### src/rtl/ser_pkg.sv
// Shared definitions for the serial transmitter: state encoding and counter sizing.
// The gap counter is 4 bits wide, so GAP may be at most 15.
package ser_pkg;

  typedef enum logic [1:0] {
    ST_IDLE  = 2'd0,
    ST_SHIFT = 2'd1,
    ST_PAR   = 2'd2,
    ST_GAP   = 2'd3
  } state_t;

  localparam int GAP_CW = 4;

  function automatic int cnt_w(input int bw);
    return $clog2(bw + 1);
  endfunction

endpackage

### src/rtl/ser_tx_if.sv
// Word handshake in, serial lane out. The master side supplies words; the slave
// side is the transmitter.
interface ser_tx_if #(parameter int BW = 8) ();

  logic [BW-1:0] di;
  logic          di_valid;
  logic          di_ready;
  logic          so;
  logic          so_frame;
  logic          so_start;
  logic          busy;

  modport master (output di, di_valid, input di_ready, so, so_frame, so_start, busy);
  modport slave  (input di, di_valid, output di_ready, so, so_frame, so_start, busy);

endinterface

### src/rtl/ser_shreg.sv
// Load/shift register with a registered serial output; q is 0 on any cycle with
// no load or shift. A fill bit enters at the tail on every load or shift.
module ser_shreg
  import ser_pkg::*;
#(
  parameter int BW        = 8,
  parameter bit MSB_FIRST = 1'b1
) (
  input  logic          clk,
  input  logic          rst,
  input  logic          load,
  input  logic          shift,
  input  logic [BW-1:0] d,
  input  logic          fill,
  output logic          q
);

  logic [BW-1:0] sr;
  logic [BW-1:0] src;
  logic [BW-1:0] nxt;
  logic [BW:0]   ext;
  logic          head;

  always_comb begin
    src  = load ? d : sr;
    head = MSB_FIRST ? src[BW-1] : src[0];
    ext  = '0;
    nxt  = '0;
    if (MSB_FIRST) begin
      ext = {src, fill};
      nxt = ext[BW-1:0];
    end else begin
      ext = {fill, src};
      nxt = ext[BW:1];
    end
  end

  always_ff @(posedge clk) begin
    if (rst) begin
      sr <= '0;
      q  <= 1'b0;
    end else if (load || shift) begin
      sr <= nxt;
      q  <= head;
    end else begin
      q  <= 1'b0;
    end
  end

endmodule

### src/rtl/ser_tx.sv
// Parallel-to-serial transmitter: word accepted at edge N shows its first bit the next
// cycle; di_ready only in IDLE or on the last frame bit when GAP=0. SER_TX_PARITY_EN adds an even-parity bit.
module ser_tx
  import ser_pkg::*;
#(
  parameter int BW        = 8,
  parameter bit MSB_FIRST = 1'b1,
  parameter int GAP       = 0
) (
  input  logic   clk,
  input  logic   rst,
  ser_tx_if.slave bus
);

  localparam int              CW   = cnt_w(BW);
  localparam logic [CW-1:0]   LAST = CW'(BW - 1);
  // The IDLE cycle that accepts the next word is itself one of the GAP idle lane cycles.
  localparam state_t              POST      = (GAP > 1) ? ST_GAP : ST_IDLE;
  localparam logic [GAP_CW-1:0]   GAP_INIT  = (GAP > 1) ? GAP_CW'(GAP - 2) : '0;

  state_t              state;
  logic [CW-1:0]       cnt;
  logic [GAP_CW-1:0]   gcnt;
  logic                frame_q;
  logic                start_q;
  logic                so_q;
  logic                last_bit;
  logic                fin;
  logic                ready;
  logic                accept;
  logic                shift;
  logic                fill;

  always_comb begin
    last_bit = (state == ST_SHIFT) && (cnt == LAST);
`ifdef SER_TX_PARITY_EN
    // Parity rides in the shift register's tail, computed from the word at load.
    fin   = (state == ST_PAR);
    shift = (state == ST_SHIFT);
    fill  = ^bus.di;
`else
    fin   = last_bit;
    shift = (state == ST_SHIFT) && !last_bit;
    fill  = 1'b0;
`endif
    ready  = !rst && ((state == ST_IDLE) || (fin && (GAP == 0)));
    accept = ready && bus.di_valid;
  end

  ser_shreg #(.BW(BW), .MSB_FIRST(MSB_FIRST)) u_shreg (
    .clk   (clk),
    .rst   (rst),
    .load  (accept),
    .shift (shift),
    .d     (bus.di),
    .fill  (fill),
    .q     (so_q)
  );

  always_ff @(posedge clk) begin
    if (rst) begin
      state   <= ST_IDLE;
      cnt     <= '0;
      gcnt    <= '0;
      frame_q <= 1'b0;
      start_q <= 1'b0;
    end else begin
      start_q <= accept;
      frame_q <= accept;
      if (accept) begin
        state <= ST_SHIFT;
        cnt   <= '0;
      end else begin
        case (state)
          ST_SHIFT: begin
            if (!last_bit) begin
              cnt     <= cnt + 1'b1;
              frame_q <= 1'b1;
            end else begin
`ifdef SER_TX_PARITY_EN
              state   <= ST_PAR;
              frame_q <= 1'b1;
`else
              state   <= POST;
              gcnt    <= GAP_INIT;
`endif
            end
          end
          ST_PAR: begin
            state <= POST;
            gcnt  <= GAP_INIT;
          end
          ST_GAP: begin
            if (gcnt == '0) state <= ST_IDLE;
            else            gcnt  <= gcnt - 1'b1;
          end
          default: state <= ST_IDLE;
        endcase
      end
    end
  end

  assign bus.so       = so_q;
  assign bus.so_frame = frame_q;
  assign bus.so_start = start_q;
  assign bus.busy     = (state != ST_IDLE);
  assign bus.di_ready = ready;

endmodule

### src/flat_wrapper.sv
// flat-port wrapper written by rule: the top's interface ports become plain ports
module ser_tx_flat import ser_pkg::*;
#(
  parameter int BW        = 8,
  parameter bit MSB_FIRST = 1'b1,
  parameter int GAP       = 0
)
  (clk, rst, bus_di, bus_di_valid, bus_di_ready, bus_so, bus_so_frame, bus_so_start, bus_busy);
  ser_tx_if #(.BW(BW)) bus_i ();
  input  logic clk;
  input  logic rst;
  input wire logic [$bits(bus_i.di)-1:0] bus_di;
  input wire logic [$bits(bus_i.di_valid)-1:0] bus_di_valid;
  output wire logic [$bits(bus_i.di_ready)-1:0] bus_di_ready;
  output wire logic [$bits(bus_i.so)-1:0] bus_so;
  output wire logic [$bits(bus_i.so_frame)-1:0] bus_so_frame;
  output wire logic [$bits(bus_i.so_start)-1:0] bus_so_start;
  output wire logic [$bits(bus_i.busy)-1:0] bus_busy;
  assign bus_i.di = bus_di;
  assign bus_i.di_valid = bus_di_valid;
  assign bus_di_ready = bus_i.di_ready;
  assign bus_so = bus_i.so;
  assign bus_so_frame = bus_i.so_frame;
  assign bus_so_start = bus_i.so_start;
  assign bus_busy = bus_i.busy;
  ser_tx #(.BW(BW), .MSB_FIRST(MSB_FIRST), .GAP(GAP)) u_core (.clk(clk), .rst(rst), .bus(bus_i));
endmodule
### config.mk
export PLATFORM = sky130hd
export DESIGN_NAME = ser_tx_flat
export DESIGN_NICKNAME = d
export VERILOG_FILES = /design/src/rtl/ser_pkg.sv /design/src/rtl/ser_tx_if.sv /design/src/rtl/ser_shreg.sv /design/src/rtl/ser_tx.sv /design/src/flat_wrapper.sv
export SDC_FILE = /design/constraint.sdc
export NUM_CORES = 1
export LEC_CHECK = 0
export CORE_AREA = 2 2 42 44
export DETAILED_ROUTE_END_ITERATION = 12
export DIE_AREA = 0 0 44 46
export HOLD_SLACK_MARGIN = 0.05
export PLACE_DENSITY_LB_ADDON = 0.1
export REMOVE_ABC_BUFFERS = 1
export SLEW_MARGIN = 0
export SYNTH_ARGS = -nofsm -noshare
export SYNTH_HDL_FRONTEND = slang
export SYNTH_SLANG_ARGS = --single-unit
### constraint.sdc
create_clock -name clk -period 2 [get_ports clk]
set_clock_uncertainty 0.1 [all_clocks]
set_input_delay 0.5 -clock clk [delete_from_list [all_inputs] [get_ports clk]]
set_output_delay 0.5 -clock clk [all_outputs]
set_load 0.01 [all_outputs]
* Yosys cells after proc, flatten, opt, wreduce, memory -nomap -nowiden
Cells that the tools add are included.
Word-level totals: output and inout bits 5, register bits after elaboration 20, bits of input ports 11, word-level logic and storage cells 51
Cells by class: mux-type cells 11, reductions and logical operators 18, bitwise gates (word level) 3, equality and inequality tests 9, $add $sub $neg 2
Operator list (number):
- $pmux W4 S3 | 1
- $mux W4 | 2
- $mux W8 | 1
- $ne A3 B2 Y1 const B | 2
- $reduce_and A2 Y1 | 3
- $add A4 B1 Y4 const B | 1
- $eq A2 B2 Y1 const B | 2
- $eq A4 B3 Y1 const B | 1
- $logic_and A1 B1 Y1 | 4
- $logic_not A4 Y1 | 1
- $mux W1 | 4
- $mux W2 | 2
- $ne A2 B1 Y1 const B | 2
- $pmux W2 S2 | 1
- $reduce_and A4 Y1 | 1
- $reduce_or A2 Y1 | 2
- $sub A4 B1 Y4 const B | 1
- $not A1 Y1 | 3
- $reduce_bool A3 Y1 | 1
- $eq A2 B1 Y1 const B | 1
- $logic_not A1 Y1 | 2
- $logic_not A2 Y1 | 1
- $logic_or A1 B1 Y1 | 2
- $ne A2 B2 Y1 const B | 1
- $reduce_bool A2 Y1 | 1

* Longest topological paths before layout
depth in word-level cells 8, gate-level depth with buffers 5, mapped depth without buffers 4

* By module
A second synthesis with hierarchy kept.
Second synthesis, totals: cell total of the unflattened synthesis 76, area total of the unflattened synthesis 734.5 um2
By module, submodules not included:
- ser_shreg | cells an instance 40, instances 1, sequential area each 180.2 um2, area each 405.4 um2
- ser_tx | cells an instance 36, instances 1, sequential area each 140.1 um2, area each 329.1 um2

* Worst setup path before layout
Ideal clock, no wire load.
path kind register to output, from reg u_core.cnt[0], to out bus_di_ready, buffers on the path 1, arrival time 1.121 ns, data required time 1.400 ns, setup slack 0.279 ns, stages on the path, launching flop included 6, cells stage by stage dfxtp_1 > ha_1 > and3b_1 > buf_6 > nor2_2 > nor2_1
Between the ends: longest elaborated chain between the ends 4
RTL lines:
- start: declaration | line ser_tx.sv:22 | logic [CW-1:0] cnt;
- start signal: assignment | line ser_tx.sv:77 | cnt <= cnt + 1'b1;
- $eq A4 B3 Y1 | line ser_tx.sv:35 | last_bit = (state == ST_SHIFT) && (cnt == LAST);
- $logic_and A1 B1 Y1 | line ser_tx.sv:35
- $logic_or A1 B1 Y1 | line ser_tx.sv:46 | ready = !rst && ((state == ST_IDLE) || (fin && (GAP == 0)));
- $logic_and A1 B1 Y1 | line ser_tx.sv:46
- end: declaration | line flat_wrapper.sv:14 | output wire logic [$bits(bus_i.di_ready)-1:0] bus_di_ready;
No other way between the ends.

* Worst setup path in the final report
Same ends and word-level chain as after synthesis.

==> results.txt <==
----------------------------------------------------
[Yosys]
  Area contributors post-synth ... sky130_fd_sc_hd__dfxtp_1 44%, sky130_fd_sc_hd__nor3_1 10%, sky130_fd_sc_hd__a221oi_1 7.6%
  Largest family of logic cells by synthesized area ... simple AND/OR/NAND/NOR gates
  Share of the synthesized area in the top cell type ... 43.56%
  Number of synthesized register bits ... 15
  Post-synthesis adder-cell area fraction ... 1.815%
  Ys Warns ... 0
  Primary FF master, synth ... sky130_fd_sc_hd__dfxtp_1
  Synthesized area ... 689.4 µm²
  Number of instances in the synthesized netlist ... 75
  Post-Synthesis Mean Instance Area ... 9.192 µm²
  Register area share after synthesis ... 43.56%
  Asr flop ratio synth ... 0%
  Synthesized-area fraction occupied by ao, oa, aoi and oai cells ... 18.87%
  Number of different library cells in the post-synthesis netlist ... 27
  Xor and xnor fraction of the mapped netlist area ... 1.270%
  Commonest cells post-synth ... 15 x sky130_fd_sc_hd__dfxtp_1, 14 x sky130_fd_sc_hd__nor3_1, 6 x sky130_fd_sc_hd__a221oi_1, 6 x sky130_fd_sc_hd__nor2b_1
  Multiplexer area fraction after synthesis ... 1.452%
  Cell taking the most area after synthesis ... sky130_fd_sc_hd__dfxtp_1
  Post-synthesis share of cell area spent on and, or, nand and nor gates ... 26.50%
  Post-synth EDFFs ... 0
  Cell with the most instances after synthesis ... sky130_fd_sc_hd__dfxtp_1

[Timing]
  Final hold violations ... 0
  Period utilisation layout ... 95.95%
  Clock period minus final worst setup slack ... 1919 ps
  Final max-slew violation count ... 0
  Least-Margin Pin Slew ... 249.9 ps
  Highest clock frequency the design can meet ... 521.1 MHz
  RSZ-0062 raised after global routing ... false
  Setup TNS ... 0 ps
  Fin worst setup slack ... 80.98 ps
  Tightest slew margin relative to the limit ... 83.16%
  Setup-violating endpoint count in the final report ... 0
  Final hold slack ... 382.8 ps

[Floorplan]
  Overall die height ... 46 µm
  Num ports ... 16
  Initial Util ... 42.71%
  Overall die area ... 2024 µm²
  Core region area ... 1614 µm²
  Number of core rows ... 15
  DIE WIDTH ... 44 µm

[Setup path]
  Crit-path max FO ... 2
  Category of the worst setup path capture point ... output pin
  Critical path's largest stage delay ... 330 ps
  Number of stages on the worst setup path ... 5
  Cell depth of the worst flop-to-flop path ... 5
  Critical path class ... reg -> out
  Worst-path cell with the longest stage delay ... sky130_fd_sc_hd__dfxtp_2
  Worst path required time ... 1400 ps
  Cell class contributing the biggest share of worst-path delay ... simple AND/OR/NAND/NOR gates
  Critical path buffers and inverters ... 1
  Data arrival time of the critical path ... 1320 ps
  Crit-path cells ... ha_1, and3b_2, nor2_2, nor2_1, buf_2
  Critical path startpoint category ... flop

[Detailed routing]
  Via-to-Cell Ratio ... 5.368
  Post-route antenna net violation count ... 0
  1st-pass router iterations ... 2
  Via count ... 628
  DR iter-0 viols ... 2
  Routed wirelength normalized by instance count ... 12.80 µm
  Final routed wirelength across all metal layers ... 1498 µm
  Count of unresolved DRC violations after routing ... 0

[Clock tree]
  H-tree lvl count ... 1
  Hold-fix buffers at CTS ... 0
  Clock transition time at the flip-flop clock pins of the worst setup and hold paths ... 90 ps
  Number of buffers between clock root and the deepest sink ... 2
  Root buffer cell ... sky130_fd_sc_hd__clkbuf_4
  CTS tree ... built
  Clock sinks ... 15
  Number of buffers created by CTS ... 3
  Insertion delay to the later sink of the worst-skew pair ... 280 ps

[Global routing]
  Overall overflow remaining after global route ... 0
  Largest net degree at the start of global routing ... 18
  Global-route wire length before repair ... 2497 µm
  Vias in the first global route ... 580
  Global-route total usage across every layer ... 17.38%
  Number of antenna violations at the first check in global routing ... 0

[Run]
  Number of max-capacitance violations reported ... 0

[Placement]
  Worst slack at placement ... -176.4 ps
  Detail Placement HPWL ... 1031 µm
  Dpl cells ... 112
  Last weighted congestion value of the routability-driven placer ... 0.7333
  Port Buf Inserts ... 15

[Finish]
  Layout cell share with drive strength beyond 1 ... 22.00%
  Number of standard cells in the final layout excluding fillers ... 117
  Nets ... 113
  Area growth from synthesis to layout ... 36.30%
  Antenna Cells ... 0

[Status]
  Outcome ... finished clean

[Worst hold path]
  Worst hold path type ... reg -> reg
  Number of cells traversed by the worst hold path ... 2

[Pwr]
  Static Leak ... 0.3864 nW
  Areal power density over the cells ... 645.9 nW/µm²
  VDD IR-drop max ... 0.3962 mV

----------------------------------------------------
## metrics by stage
stage | instance area [µm²] | util, % | power (W)
CTS | 937.1 | 58.06 | 0.0006178
floorplan | 651.9 | - | 0.0003786
finish | 939.7 | 58.22 | 0.0006069
detailed placement | 905.9 | 56.12 | 0.0004442
global route | 939.7 | 58.22 | 0.0006434
global placement | 905.9 | 56.12 | 0.0004426
## cells by family after synthesis
family                     Yosys count
AOI/OAI and AO/OA                   16
xor gates and xnor gates             1
adders and majority gates            1
buffers and inverters                8
DFF                                 15
muxes                                1
and+or+nand+nor                     33
## path summary, 6_finish.rpt
check | from | to | slack [ps]
setup / recovery | u_core.cnt[0]$_SDFFE_PP0P_ | bus_di_ready | 80
hold / removal | u_core.u_shreg.sr[7]$_SDFFE_PP0P_ | u_core.u_shreg.q$_SDFF_PP0_ | 380
setup reg to reg | u_core.cnt[0]$_SDFFE_PP0P_ | u_core.cnt[0]$_SDFFE_PP0P_ | 520
hold reg to reg | u_core.u_shreg.sr[7]$_SDFFE_PP0P_ | u_core.u_shreg.q$_SDFF_PP0_ | 380
## area by class of cell
| cell class | instances | area, µm² |
|---|---|---|
| sequential | 15 | 301.5 |
| inverter | 2 | 7.507 |
| clock buffer | 4 | 26.28 |
| tap | 17 | 21.27 |
| fill | 157 | 674.4 |
| multi-input combinational | 52 | 345.3 |
| timing repair buffer | 27 | 237.7 |
## metal layers
layer | up-vias | part of all wire (%) | track usage (%)
met5 | - | 0 | 0
met4 | 0 | 0.80 | 7.273
met3 | 2 | 4.2 | 5.952
met2 | 11 | 46 | 27.06
met1 | 287 | 49 | 21.88
li1 | 328 | - | -
## flip-flops by register name, summed over array words and instances, names as in the netlist
signal	flops
u_core.bus.so_frame	1
u_core.bus.so_start	1
u_core.cnt	4
u_core.state	1
u_core.u_shreg.q	1
u_core.u_shreg.sr	7
## layout by cell type (no fill, tap or decap), drive strengths merged, types with 2 or more instances in the layout
master,instances
clkdlybuf4s50,13
nor2,5
clkbuf,4
a21oi,4
nand3,2
o211ai,3
dfxtp,15
nor2b,6
inv,2
a221oi,6
buf,13
nor3,14
## worst reg2reg max path: cells and delay by family, from the launching register on
| family | cells | cell delay (ps) |
|---|---|---|
| adders and majority gates | 1 | 200 |
| AOI/OAI and AO/OA | 2 | 340 |
| DFF | 1 | 330 |
| and+or+nand+nor | 1 | 210 |
| buffers and inverters | 1 | 180 |
## where the power goes
group | leakage (nW) | internal, W | switching [W]
clock network | 0.0150 | 0.0000773 | 0.0000925
logic | 0.247 | 0.0000641 | 0.0000486
registers | 0.124 | 0.000317 | 0.00000748
## timing repair
action | CTS | global route
setup endpoints to repair | 1 | 1
gates resized for setup | 6 | 1
pin swaps | 2 | 0
setup buffers | 1 | 0
Power figures use the tool's default switching activity.
